`src/rtl/aes_byte_loader.sv`:
```
// Byte-stream loader/unloader around the combinational aesencrypt core: bytes in, 16 ciphertext bytes out.
// First out_valid comes SETTLE_CYCLES+1 clocks after the 16th plaintext byte; in_ready is low in WAIT/SEND and out_ready stalls SEND.
module aes_byte_loader #(
    parameter int SETTLE_CYCLES = 2
) (
    input  logic         clk,
    input  logic         rst,
    input  logic [7:0]   in_data,
    input  logic         in_key,
    input  logic         in_valid,
    output logic         in_ready,
    output logic [127:0] aes_datain,
    output logic [127:0] aes_key,
    input  logic [127:0] aes_dataout,
    output logic [7:0]   out_data,
    output logic         out_valid,
    input  logic         out_ready,
    output logic         busy,
    output logic         err
);

    localparam int SW = (SETTLE_CYCLES > 1) ? $clog2(SETTLE_CYCLES) : 1;

    typedef enum logic [1:0] {
        S_LOAD,
        S_WAIT,
        S_SEND
    } state_t;

    state_t         state_q;
    logic [3:0]     kcnt_q;
    logic [3:0]     dcnt_q;
    logic [3:0]     ocnt_q;
    logic           key_ok_q;
    logic           err_q;
    logic [SW-1:0]  settle_q;
    logic [127:0]   key_q;
    logic [127:0]   dat_q;
    logic [127:0]   ct_q;

    always_ff @(posedge clk or posedge rst) begin
        if (rst) begin
            state_q  <= S_LOAD;
            kcnt_q   <= 4'd0;
            dcnt_q   <= 4'd0;
            ocnt_q   <= 4'd0;
            key_ok_q <= 1'b0;
            err_q    <= 1'b0;
            settle_q <= '0;
            key_q    <= '0;
            dat_q    <= '0;
            ct_q     <= '0;
        end else begin
            case (state_q)
                S_LOAD: begin
                    // {~cnt,3'b111} is the MSB index 127-8*cnt of the byte slot.
                    if (in_valid && in_key) begin
                        key_q[{~kcnt_q, 3'b111} -: 8] <= in_data;
                        kcnt_q <= kcnt_q + 4'd1;
                        if (kcnt_q == 4'd15) begin
                            key_ok_q <= 1'b1;
                        end
                    end else if (in_valid) begin
                        dat_q[{~dcnt_q, 3'b111} -: 8] <= in_data;
                        dcnt_q <= dcnt_q + 4'd1;
                        if (dcnt_q == 4'd15) begin
                            if (key_ok_q) begin
                                state_q  <= S_WAIT;
                                settle_q <= SW'(SETTLE_CYCLES - 1);
                            end else begin
                                err_q <= 1'b1;
                            end
                        end
                    end
                end
                S_WAIT: begin
                    if (settle_q == '0) begin
                        ct_q    <= aes_dataout;
                        ocnt_q  <= 4'd0;
                        state_q <= S_SEND;
                    end else begin
                        settle_q <= settle_q - SW'(1);
                    end
                end
                S_SEND: begin
                    // Shifting keeps the current byte in a fixed register slot.
                    if (out_ready) begin
                        ct_q   <= {ct_q[119:0], 8'h00};
                        ocnt_q <= ocnt_q + 4'd1;
                        if (ocnt_q == 4'd15) begin
                            state_q <= S_LOAD;
                        end
                    end
                end
                default: state_q <= S_LOAD;
            endcase
        end
    end

    assign in_ready   = (state_q == S_LOAD);
    assign out_valid  = (state_q == S_SEND);
    assign busy       = (state_q == S_WAIT) || (state_q == S_SEND);
    assign out_data   = ct_q[127:120];
    assign aes_datain = dat_q;
    assign aes_key    = key_q;
    assign err        = err_q;

endmodule
```
`config.mk`:
```
export PLATFORM = sky130hd
export DESIGN_NAME = aes_byte_loader
export DESIGN_NICKNAME = d
export VERILOG_FILES = /design/src/rtl/aes_byte_loader.sv
export SDC_FILE = /design/constraint.sdc
export NUM_CORES = 1
export LEC_CHECK = 0
export ABC_AREA = 1
export BUFFER_PORTS_ARGS = -buffer_cell sky130_fd_sc_hd__buf_4
export CORE_UTILIZATION = 48
export DETAILED_ROUTE_END_ITERATION = 12
export PLACE_DENSITY = 0.86
export SKIP_CTS_REPAIR_TIMING = 1
export SKIP_LAST_GASP = 1
export SYNTH_ARGS = -nofsm -noshare
export SYNTH_HDL_FRONTEND = slang
export SYNTH_SLANG_ARGS = --single-unit
export TNS_END_PERCENT = 30
```
`constraint.sdc`:
```
create_clock -name clk -period 11.8 [get_ports clk]
set_input_delay 1.18 -clock clk [delete_from_list [all_inputs] [get_ports clk]]
set_output_delay 1.18 -clock clk [all_outputs]
set_load 0.02 [all_outputs]
```
Word-level counts from Yosys, hierarchy flattened
Index checks and enable logic that the tools add are counted.
- add/sub/neg operators: 6
- bitwise operators: 4
- shift operators: 4
- multiplexer cells: 22
- reductions and logical operators: 12
- equality and inequality tests: 12
- operator list (operator ; number):
    8-bit by 9-bit variable shift with 135-bit output, first input constant ; 2
    8-bit by 9-bit variable part select with 135-bit output ; 2
    128-bit bitwise mux ; 2
    128-bit two-way mux ; 2
    128-bit one-hot mux with 2 select lines ; 1
    7-bit negation with 9-bit output ; 2
    2-bit two-way mux ; 7
    4-bit by 1-bit adder with 4-bit output, second input constant ; 3
    4-bit == test, second input constant ; 3
    5-bit AND reduction ; 2
    3-bit AND reduction ; 3
    4-bit two-way mux ; 2
    2-bit by 1-bit inequality test with 1-bit output, second input constant ; 4
    4-bit NOT ; 2
    4-bit one-hot mux with 2 select lines ; 1
    7-bit AND reduction ; 1
    2-bit inequality test, second input constant ; 3
    2-bit one-hot mux with 3 select lines ; 1
    1-bit two-way mux ; 5
    2-bit nonzero test ; 2
    2-bit by 1-bit == test with 1-bit output, second input constant ; 1
    2-bit == test, second input constant ; 1
    2-bit zero test ; 1
    1-bit NOT ; 2
    5 further kinds ; 5
- output and inout port bits: 268
- input port bits: 141
- bits in registers: 401
- logic and storage cells: 70

Logic depth before layout (Yosys ltp)
Gate-level depths: netlist of the first run.
- depth in word-level cells: 5
- depth in mapped cells: 12
- gate-level depth less buffers: 9

Worst setup path after synthesis of the first run
No wires, ideal clock.
- kind: input-to-reg
- start: in out_ready
- end: reg ocnt_q[3]
- cell stages on the path: 11
- arrival: 2129 ps
- setup time: 133 ps
- path slack: 9538 ps
- path through: inv_1 > nand2_1 > nand2_1 > inv_1 > o21ai_2 > buf_4 > buf_4 > buf_4 > buf_2 > nand2_1 > o21ai_0
- longest elaborated chain between the ends: 2
- RTL lines (what ; RTL line ; source):
    start, declared ; 17 ; input logic out_ready,
    2-bit by 1-bit inequality test with 1-bit output (no source line) ; -- ;
    3-bit AND reduction (no source line) ; -- ;
    end signal, assigned ; 89 ; ocnt_q <= ocnt_q + 4'd1;
    end, declared ; 33 ; logic [3:0] ocnt_q;
Every way passes these cells.
A chain may end at the register's enable or synchronous reset.

Final worst setup path of the first run
- start: reg state_q[1]
- end: reg ct_q[112]
- longest elaborated chain between the ends: 3
- elaborated cells between the ends (all ways): 7
- RTL lines (what ; RTL line ; source):
    start, declared ; 30 ; state_t state_q;
    start signal, assigned ; 43 ; state_q <= S_LOAD;
    start signal, assigned ; 68 ; state_q <= S_WAIT;
    start signal, assigned ; 80 ; state_q <= S_SEND;
    2-bit by 1-bit == test with 1-bit output or 2-bit == test (tied branches) ; 54 ; case (state_q)
    2-bit inequality test (no source line), or another cell as far along ; -- ;
    3-bit AND reduction (no source line) ; -- ;
    end signal, assigned ; 78 ; ct_q <= aes_dataout;
    end signal, assigned ; 88 ; ct_q <= {ct_q[119:0], 8'h00};
    end, declared ; 39 ; logic [127:0] ct_q;
Parallel ways exist; a longest one is shown, timed or not.

==> metrics.yaml, run 1 <==
power_and_ir_drop:
  switching_share_pct: 38.66
  p_int_w: 0.003223
  power.switching_w: 0.002031
  ir_drop_mv: 0.1847
  p_per_area_nw_per_um2: 247.3
  cellLeakagePower_nw: 10.53
  clkPwrFrac_pct: 23.6
  seqPwrFrac_pct: 40.7
  pwr-share-comb_pct: 35.8
timing:
  fmax_mhz: 289.8
  grt_setup_unrepaired: "no"
  report.final.slew_viol_count: 0
  fin_crit_ps: 3450
  finClkSkew_ps: 19.65
  finalSetupViolations: 0
  tightestPinTransition_ps: 1063
  finalSetupTns_ps: 0
  hold_viol: 0
  finalCritPeriodShare_pct: 29.24
  relSlewSlack_pct: 29.16
synth:
  synth_area_um2: 16700
  synth_seq_cells: 401
  ys.flop_type: "dfrtp_1"
  syn-instance-count: 1745
  syn_avg_cell_area_um2: 9.569
  synth-edff-count: 0
  synthesis.nets: 1904
  async_reset_ff_share_pct: 100.0
  netlist-cell-type-count: 26
  yosysSeqAreaShare_pct: 60.10
  yosys_warnings: 0
floorplanning:
  initial_core_util_pct: 49.30
  die_width_um: 188.5
  fp.dieH_um: 188.5
  die_area_um2: 35540
  io_pins: 409
  core_area_um2: 33870
  rows: 67
critical_path:
  endpoint_kind: "flop"
  slowest_delay_ps: 930
  cp_slowest_cell: "buf_4"
  cp_max_fo: 133
  critPathKind: "flop to flop"
  path_cells: "inv_1 -> ha_1 -> nand2_1 -> nand2_1 -> inv_1 -> o21ai_4 -> buf_4 -> buf_4 -> o21ai_0"
  start_kind: "flop"
  cp.arrival_ps: 3790
  worstPathRequired_ps: 12140
global_route:
  grt_pass1_vias: 14110
  grt_max_degree: 134
  grt_pass1_wl_um: 76690
  met2_usage_pct: 45.66
  grt_usage_pct: 27.51
  busiest_layer: "met2"
  use_met3_pct: 9.350
  grt_antenna_before_repair: 0
  grt_overflow: 0
  grtUsageMet1_pct: 33.01
placement:
  io_buffers: 408
  dp_hpwl_um: 35210
  gp_congestion: 0.8851
clock_network:
  clk_path_buf_depth: 3
  cts_sinks: 401
  tritoncts: "done"
  cts-htree-levels: 2
  insertion_delay_ps: 530
  clk_pin_slew_worst_paths_ps: 60
  cts_root_buffer: "clkbuf_16"
  cts_buffers: 41
flow_run:
  drv_cap: 0
cells_and_area:
  postLayoutCoreUtil_pct: 62.74
  syn2layout_area_growth_pct: 27.25
  diodes: 0
  drive_gt1_share_pct: 23.78
  nNetsFinal: 2270
routing:
  num_vias: 13810
  drc: 0
  drt_pass1_iterations: 6
  drtIter0Drc: 970
  wirelength_um: 48990
  wl_per_cell_um: 18.96
  via_per_inst: 5.343
  drtAntennaViolNets: 0
min_path:
  hold_class: "flop to flop"
run_status:
  run_status: "finished clean"
[metal layers]
layer	part of all wire, %	up-vias
met5	0	-
met4	3.7	0
met3	11	107
met2	48	564
met1	38	6707
li1	-	6428
[power groups by stage]
stage,sequential [W],clock (W),combinational [W]
floorplan,0.00229,0,0.00102
global placement,0.00213,0,0.00180
detailed placement,0.00214,0,0.00188
CTS,0.00213,0.00126,0.00189
global route,0.00218,0.00131,0.00208
finish,0.00214,0.00124,0.00188
[cell usage in the layout, fill, tap and decap left out, drive strengths merged]
cell type / Yosys / layout
nand2: 581 / 581
buf: 45 / 417
dfrtp: 401 / 401
o21ai: 344 / 344
mux2i: 120 / 120
inv: 65 / 67
clkbuf: 49 / 56
nor2: 45 / 45
nand3: 43 / 43
ha: 18 / 18
a21oi: 9 / 9
nor3: 8 / 8
clkinv: 4 / 8
clkinvlp: 0 / 5
xor2: 5 / 5
nand4: 4 / 4
or2: 2 / 2
o21bai: 2 / 2
bufinv: 0 / 1
[worst max-delay path: cells and delay by family (launching register included)]
family	cells	cell delay [ps]
buf+inv	4	1940
flops	1	420
compound gates	2	380
fa+ha+maj	1	280
simple gates	2	150
[area by class of cell]
| class | count | area, µm² |
|---|---|---|
| Sequential cell | 401 | 10030 |
| Inverter | 69 | 262.8 |
| Tap cell | 448 | 560.5 |
| Clock inverter | 12 | 106.4 |
| Clock buffer | 56 | 1162 |
| Timing Repair Buffer | 417 | 3131 |
| Fill cell | 2695 | 12620 |
| Multi-Input combinational cell | 1181 | 5991 |
[synth_stat cells (all sizes together) (4+ instances only)]
cell	count	area, µm²
nor3	8	40.04
nand2	581	2203
nand3	43	220.2
buf	45	249.0
inv	65	244.0
a21oi	9	45.04
nand4	4	25.02
o21ai	344	1725
mux2i	120	1201
clkbuf	49	183.9
nor2	45	214.0
ha	18	225.2
dfrtp	401	10030
xor2	5	43.79
clkinv	4	15.01
[per-stage QoR]
| step | hold WS [ps] | instance area (µm²) | instances | power (W) | worst slack (ps) |
|---|---|---|---|---|---|
| floorplan | 421.8 | 16700 | 1745 | 0.003309 | 5220 |
| global route | 491.7 | 21250 | 2584 | 0.005575 | 7934 |
| global placement | 456.7 | 19980 | 2516 | 0.003924 | 7991 |
| detailed placement | 464.0 | 19980 | 2516 | 0.004022 | 7917 |
| CTS | 478.5 | 21250 | 2584 | 0.005283 | 8397 |
| finish | 477.7 | 21250 | 2584 | 0.005254 | 8350 |
[cells by family (layout without fill, tap and decap cells)]
kind of cell | Yosys count | in the layout | share of synthesized area, %
AND/OR/NAND/NOR | 683 | 683 | 16.26
flip-flops | 401 | 401 | 60.10
AO/OA/AOI/OAI | 355 | 355 | 10.69
buffers and inverters | 163 | 554 | 4.144
multiplexers | 120 | 120 | 7.194
adder cells (fa/ha/maj) | 18 | 18 | 1.349
XOR/XNOR | 5 | 5 | 0.2623
[sequential cells by signal, summed over array words and instances, names as in the netlist]
register / count
ocnt_q: 4
kcnt_q: 4
err: 1
settle_q: 1
state_q: 2
aes_key: 128
key_ok_q: 1
aes_datain: 128
dcnt_q: 4
ct_q: 128
[path summary, 6_finish.rpt]
path | from | end | slack, ps | cells after the start
setup / recovery | state_q[1] | ct_q[112] | 8350 | 9
hold / removal | aes_key[70] | aes_key[70] | 480 | 2
setup reg to reg | state_q[1] | ct_q[112] | 8350 | 9
hold reg to reg | aes_key[70] | aes_key[70] | 480 | 2
max in group asynchronous | rst | aes_key[71] | 8620 | 4
min in group asynchronous | rst | ct_q[89] | 820 | 2
No activity file was read; power rests on OpenSTA's default activity.
==> run 2: changes to the inputs <==
--- a/config.mk
+++ b/config.mk
@@ -5,11 +5,11 @@
 export SDC_FILE = /design/constraint.sdc
 export NUM_CORES = 1
 export LEC_CHECK = 0
-export ABC_AREA = 1
+export ABC_AREA = 0
 export BUFFER_PORTS_ARGS = -buffer_cell sky130_fd_sc_hd__buf_4
-export CORE_UTILIZATION = 48
+export CORE_UTILIZATION = 50
 export DETAILED_ROUTE_END_ITERATION = 12
-export PLACE_DENSITY = 0.86
+export PLACE_DENSITY = 0.85
 export SKIP_CTS_REPAIR_TIMING = 1
 export SKIP_LAST_GASP = 1
 export SYNTH_ARGS = -nofsm -noshare
==> constraint.sdc (replaced) <==
create_clock -name clk -period 3.45 [get_ports clk]
set_input_delay 0.345 -clock clk [delete_from_list [all_inputs] [get_ports clk]]
set_output_delay 0.345 -clock clk [all_outputs]
set_load 0.02 [all_outputs]
==> run 2 against run 1 <==
Effect of this change: non-clock buffer count up 6; worst setup slack lost 7700 ps; power grew to 3.5 times the previous value; register-to-register slack lost 7700 ps; core utilization increased by 2.8 points; maximum frequency up 25%; combinational power grew to 3.5 times the previous value; highest routed layer unchanged.
==> metrics.yaml, run 2 <==
synth:
  netlist-cell-type-count: 38  # was 26
  synth_common_cells: "dfrtp_1 (401), nand2_1 (282), o21ai_0 (221), mux2_2 (147), mux2i_1 (121)"  # was nand2_1 (572), dfrtp_1 (401), o21ai_0 (323), mux2i_1 (120), inv_1 (62)
  synthTopCellsByArea: "dfrtp_1 (59%), mux2_2 (9.7%), mux2i_1 (7.1%)"  # was dfrtp_1 (60%), nand2_1 (13%), o21ai_0 (9.7%)
  yosysTopAreaCell: "dfrtp_1"  # unchanged
  yosysSeqAreaShare_pct: 58.83  # was 60.10%
  synth.most_common_cell: "dfrtp_1"  # was nand2_1
  synthesis.nets: 1638  # was 1904
  synth_seq_cells: 401  # unchanged
  syn_avg_cell_area_um2: 11.53  # was 9.569 µm²
  ys.flop_type: "dfrtp_1"  # unchanged
  netlist.area_leader.share_pct: 58.83  # was 60.10%
  syn-instance-count: 1479  # was 1745
  synth_area_um2: 17060  # was 16700 µm²
  async_reset_ff_share_pct: 100.0  # unchanged
  synth-edff-count: 0  # unchanged
  yosys_warnings: 0  # unchanged
clock_network:
  cts_root_buffer: "clkbuf_16"  # unchanged
  clk_path_buf_depth: 3  # unchanged
  tritoncts: "done"  # unchanged
  clk_pin_slew_worst_paths_ps: 60  # about the same
  cts_buffers: 43  # was 41
  cts-htree-levels: 2  # unchanged
  insertion_delay_ps: 550  # was 530 ps
  cts_sinks: 401  # unchanged
placement:
  dp.cells: 2258  # was 2516
  io_buffers: 408  # unchanged
  dp_hpwl_um: 32580  # was 35210 µm
  gp_congestion: 0.8405  # was 0.8851
critical_path:
  cp.buffers_inverters: 1  # was 4
  endpoint_kind: "flop"  # unchanged
  critPathKind: "flop to flop"  # unchanged
  cp_max_fo: 19  # was 133
  worstPathRequired_ps: 3830  # was 12140 ps
  startpoint: "state_q[0]"  # was state_q[1]
  cp.arrival_ps: 3130  # was 3790 ps
  reg2reg_from: "state_q[0]"  # was state_q[1]
  path_cells: "inv_1 -> ha_1 -> and3b_1 -> nand4_1 -> nand2_1 -> o21ai_0"  # was inv_1 -> ha_1 -> nand2_1 -> nand2_1 -> inv_1 -> o21ai_4 -> buf_4 -> buf_4 -> o21ai_0
  slowest_delay_ps: 760  # was 930 ps
  start_kind: "flop"  # unchanged
  cp_slowest_cell: "and3b_1"  # was buf_4
  cp_top_family: "simple AND/OR/NAND/NOR gates"  # was buffers and inverters
power_and_ir_drop:
  ir_drop_mv: 0.6747  # was 0.1847 mV
  seqPwrFrac_pct: 39.2  # was 40.7%
  switching_share_pct: 36.37  # was 38.66%
  pwr-share-comb_pct: 35.3  # was 35.8%
  power.switching_w: 0.006765  # was 0.002031 W
  p_int_w: 0.01183  # was 0.003223 W
  cellLeakagePower_nw: 10.81  # was 10.53 nW
  p_per_area_nw_per_um2: 846.6  # was 247.3 nW/µm²
  clkPwrFrac_pct: 25.5  # was 23.6%
routing:
  drtAntennaViolNets: 0  # unchanged
  wirelength_um: 46640  # was 48990 µm
  num_vias: 12680  # was 13810
  drt_pass1_iterations: 6  # unchanged
  via_per_inst: 5.425  # was 5.343
  drtIter0Drc: 842  # was 970
  drc: 0  # unchanged
  wl_per_cell_um: 19.95  # was 18.96 µm
timing:
  finClkSkew_ps: 22.20  # was 19.65 ps
  tightestPinTransition_ps: 1070  # was 1063 ps
  timing.hold.ws_ps: 49.09  # was 477.7 ps
  relSlewSlack_pct: 28.41  # was 29.16%
  finalSetupViolations: 0  # unchanged
  finalSetupTns_ps: 0  # unchanged
  report.final.slew_viol_count: 0  # unchanged
  finalCritPeriodShare_pct: 79.86  # was 29.24%
  hold_viol: 0  # unchanged
  grt_setup_unrepaired: "no"  # unchanged
  fmax_mhz: 362.9  # was 289.8 MHz
  fin_crit_ps: 2755  # was 3450 ps
min_path:
  hold_class: "primary input to flop"  # was flop to flop
  hold_start: "aes_dataout[3]"  # was aes_key[70]
global_route:
  grt_overflow: 0  # unchanged
  grt_max_degree: 144  # was 134
  grt_antenna_before_repair: 0  # unchanged
  grt_pass1_vias: 13250  # was 14110
  grt_usage_pct: 26.79  # was 27.51%
  grt_pass1_wl_um: 73550  # was 76690 µm
cells_and_area:
  fin_cells: 2338  # was 2584
  final_common_cell: "buf_4"  # was nand2_1
  diodes: 0  # unchanged
  layout_common_cells: "buf_4 (414), dfrtp_1 (401), nand2_1 (282)"  # was nand2_1 (572), buf_4 (417), dfrtp_1 (401)
  drive_gt1_share_pct: 35.45  # was 23.78%
  nNetsFinal: 2015  # was 2270
  multiInputGateArea_um2: 6531  # was 5991 µm²
  fill_cells: 2455  # was 2695
  seqCellArea_um2: 10030  # unchanged
  syn2layout_area_growth_pct: 28.79  # was 27.25%
floorplanning:
  die_area_um2: 34860  # was 35540 µm²
  io_pins: 409  # unchanged
  rows: 67  # unchanged
  initial_core_util_pct: 50.87  # was 49.30%
  die_width_um: 186.7  # was 188.5 µm
  core_area_um2: 33530  # was 33870 µm²
  fp.dieH_um: 186.7  # was 188.5 µm
run_status:
  run_status: "finished clean"  # unchanged
flow_run:
  drv_cap: 0  # unchanged
run 2: cell count changes in the layout (fill, tap and decap cells not counted), sizes merged, moves of 29 or more:
cell | before | now
nand2 | 581 | 284
mux2 | 0 | 163
o21ai | 344 | 221
inv | 67 | 27
and2 | 0 | 32
nor2 | 45 | 16
run 2: cell families (layout without fill, tap and decap cells):
logic type,after synthesis,count (layout),synth area share (%)
compound gates,229,229,6.902
xor+xnor,4,4,0.2054
fa+ha+maj,18,18,1.320
buf+inv,116,527,2.956
flops,401,401,58.83
mux,284,284,18.21
simple gates,427,427,11.57
run 2: metrics by stage:
| step | setup WS, ps | total power (W) | utilization (%) | instance area [µm²] |
|---|---|---|---|---|
| after floorplan | -2295 | 0.01126 | - | 17060 |
| after global placement | 841.5 | 0.01358 | 61.11 | 20490 |
| after detailed placement | 718.0 | 0.01390 | 61.11 | 20490 |
| after CTS | 712.9 | 0.01870 | 65.49 | 21960 |
| after global routing | 491.8 | 0.01962 | 65.51 | 21970 |
| final | 694.8 | 0.01860 | 65.51 | 21970 |
run 2: cell type report:
class,count,share of cell area [%]
Clock inverter,11,0.7575
Inverter,25,0.4442
Sequential cell,401,45.68
Timing Repair Buffer,423,14.92
Tap cell,448,2.552
Multi-Input combinational cell,962,29.73
Clock buffer,68,5.918
run 2: path summary, 6_finish.rpt:
path | endpoint | slack [ps] | cells after the start
min in group asynchronous | aes_key[31] | 480 | 3
max in group asynchronous | aes_datain[56] | 1800 | 4
hold reg to reg | ct_q[3] | 460 | 2
setup / recovery | aes_datain[11] | 690 | 6
hold / removal | ct_q[3] | 50 | 3
setup reg to reg | aes_datain[11] | 690 | 6
run 2: worst register-to-register path, stage by stage, from the launching register on:
cell,delay (ps)
dfrtp_1,400
inv_1,170
ha_1,240
and3b_1,760
nand4_1,670
nand2_1,240
o21ai_0,120
run 2: metal layers:
metal	part of all wire [%]	vias up	wire length [µm]	GRT usage, %
met2	48	507	22390	43.61
li1	-	5796	-	-
met5	0	-	0	0
met1	40	6253	18610	33.97
met3	7.4	127	3471	6.526
met4	4.6	0	2161	12.14
run 2: power groups by stage:
stage	registers, W	logic [W]	clock network, W
2_1_floorplan	0.00800	0.00326	0
3_3_place_gp	0.00724	0.00634	0
3_5_place_dp	0.00733	0.00658	0
4_1_cts	0.00727	0.00661	0.00482
5_1_grt	0.00745	0.00716	0.00501
6_report	0.00728	0.00657	0.00474
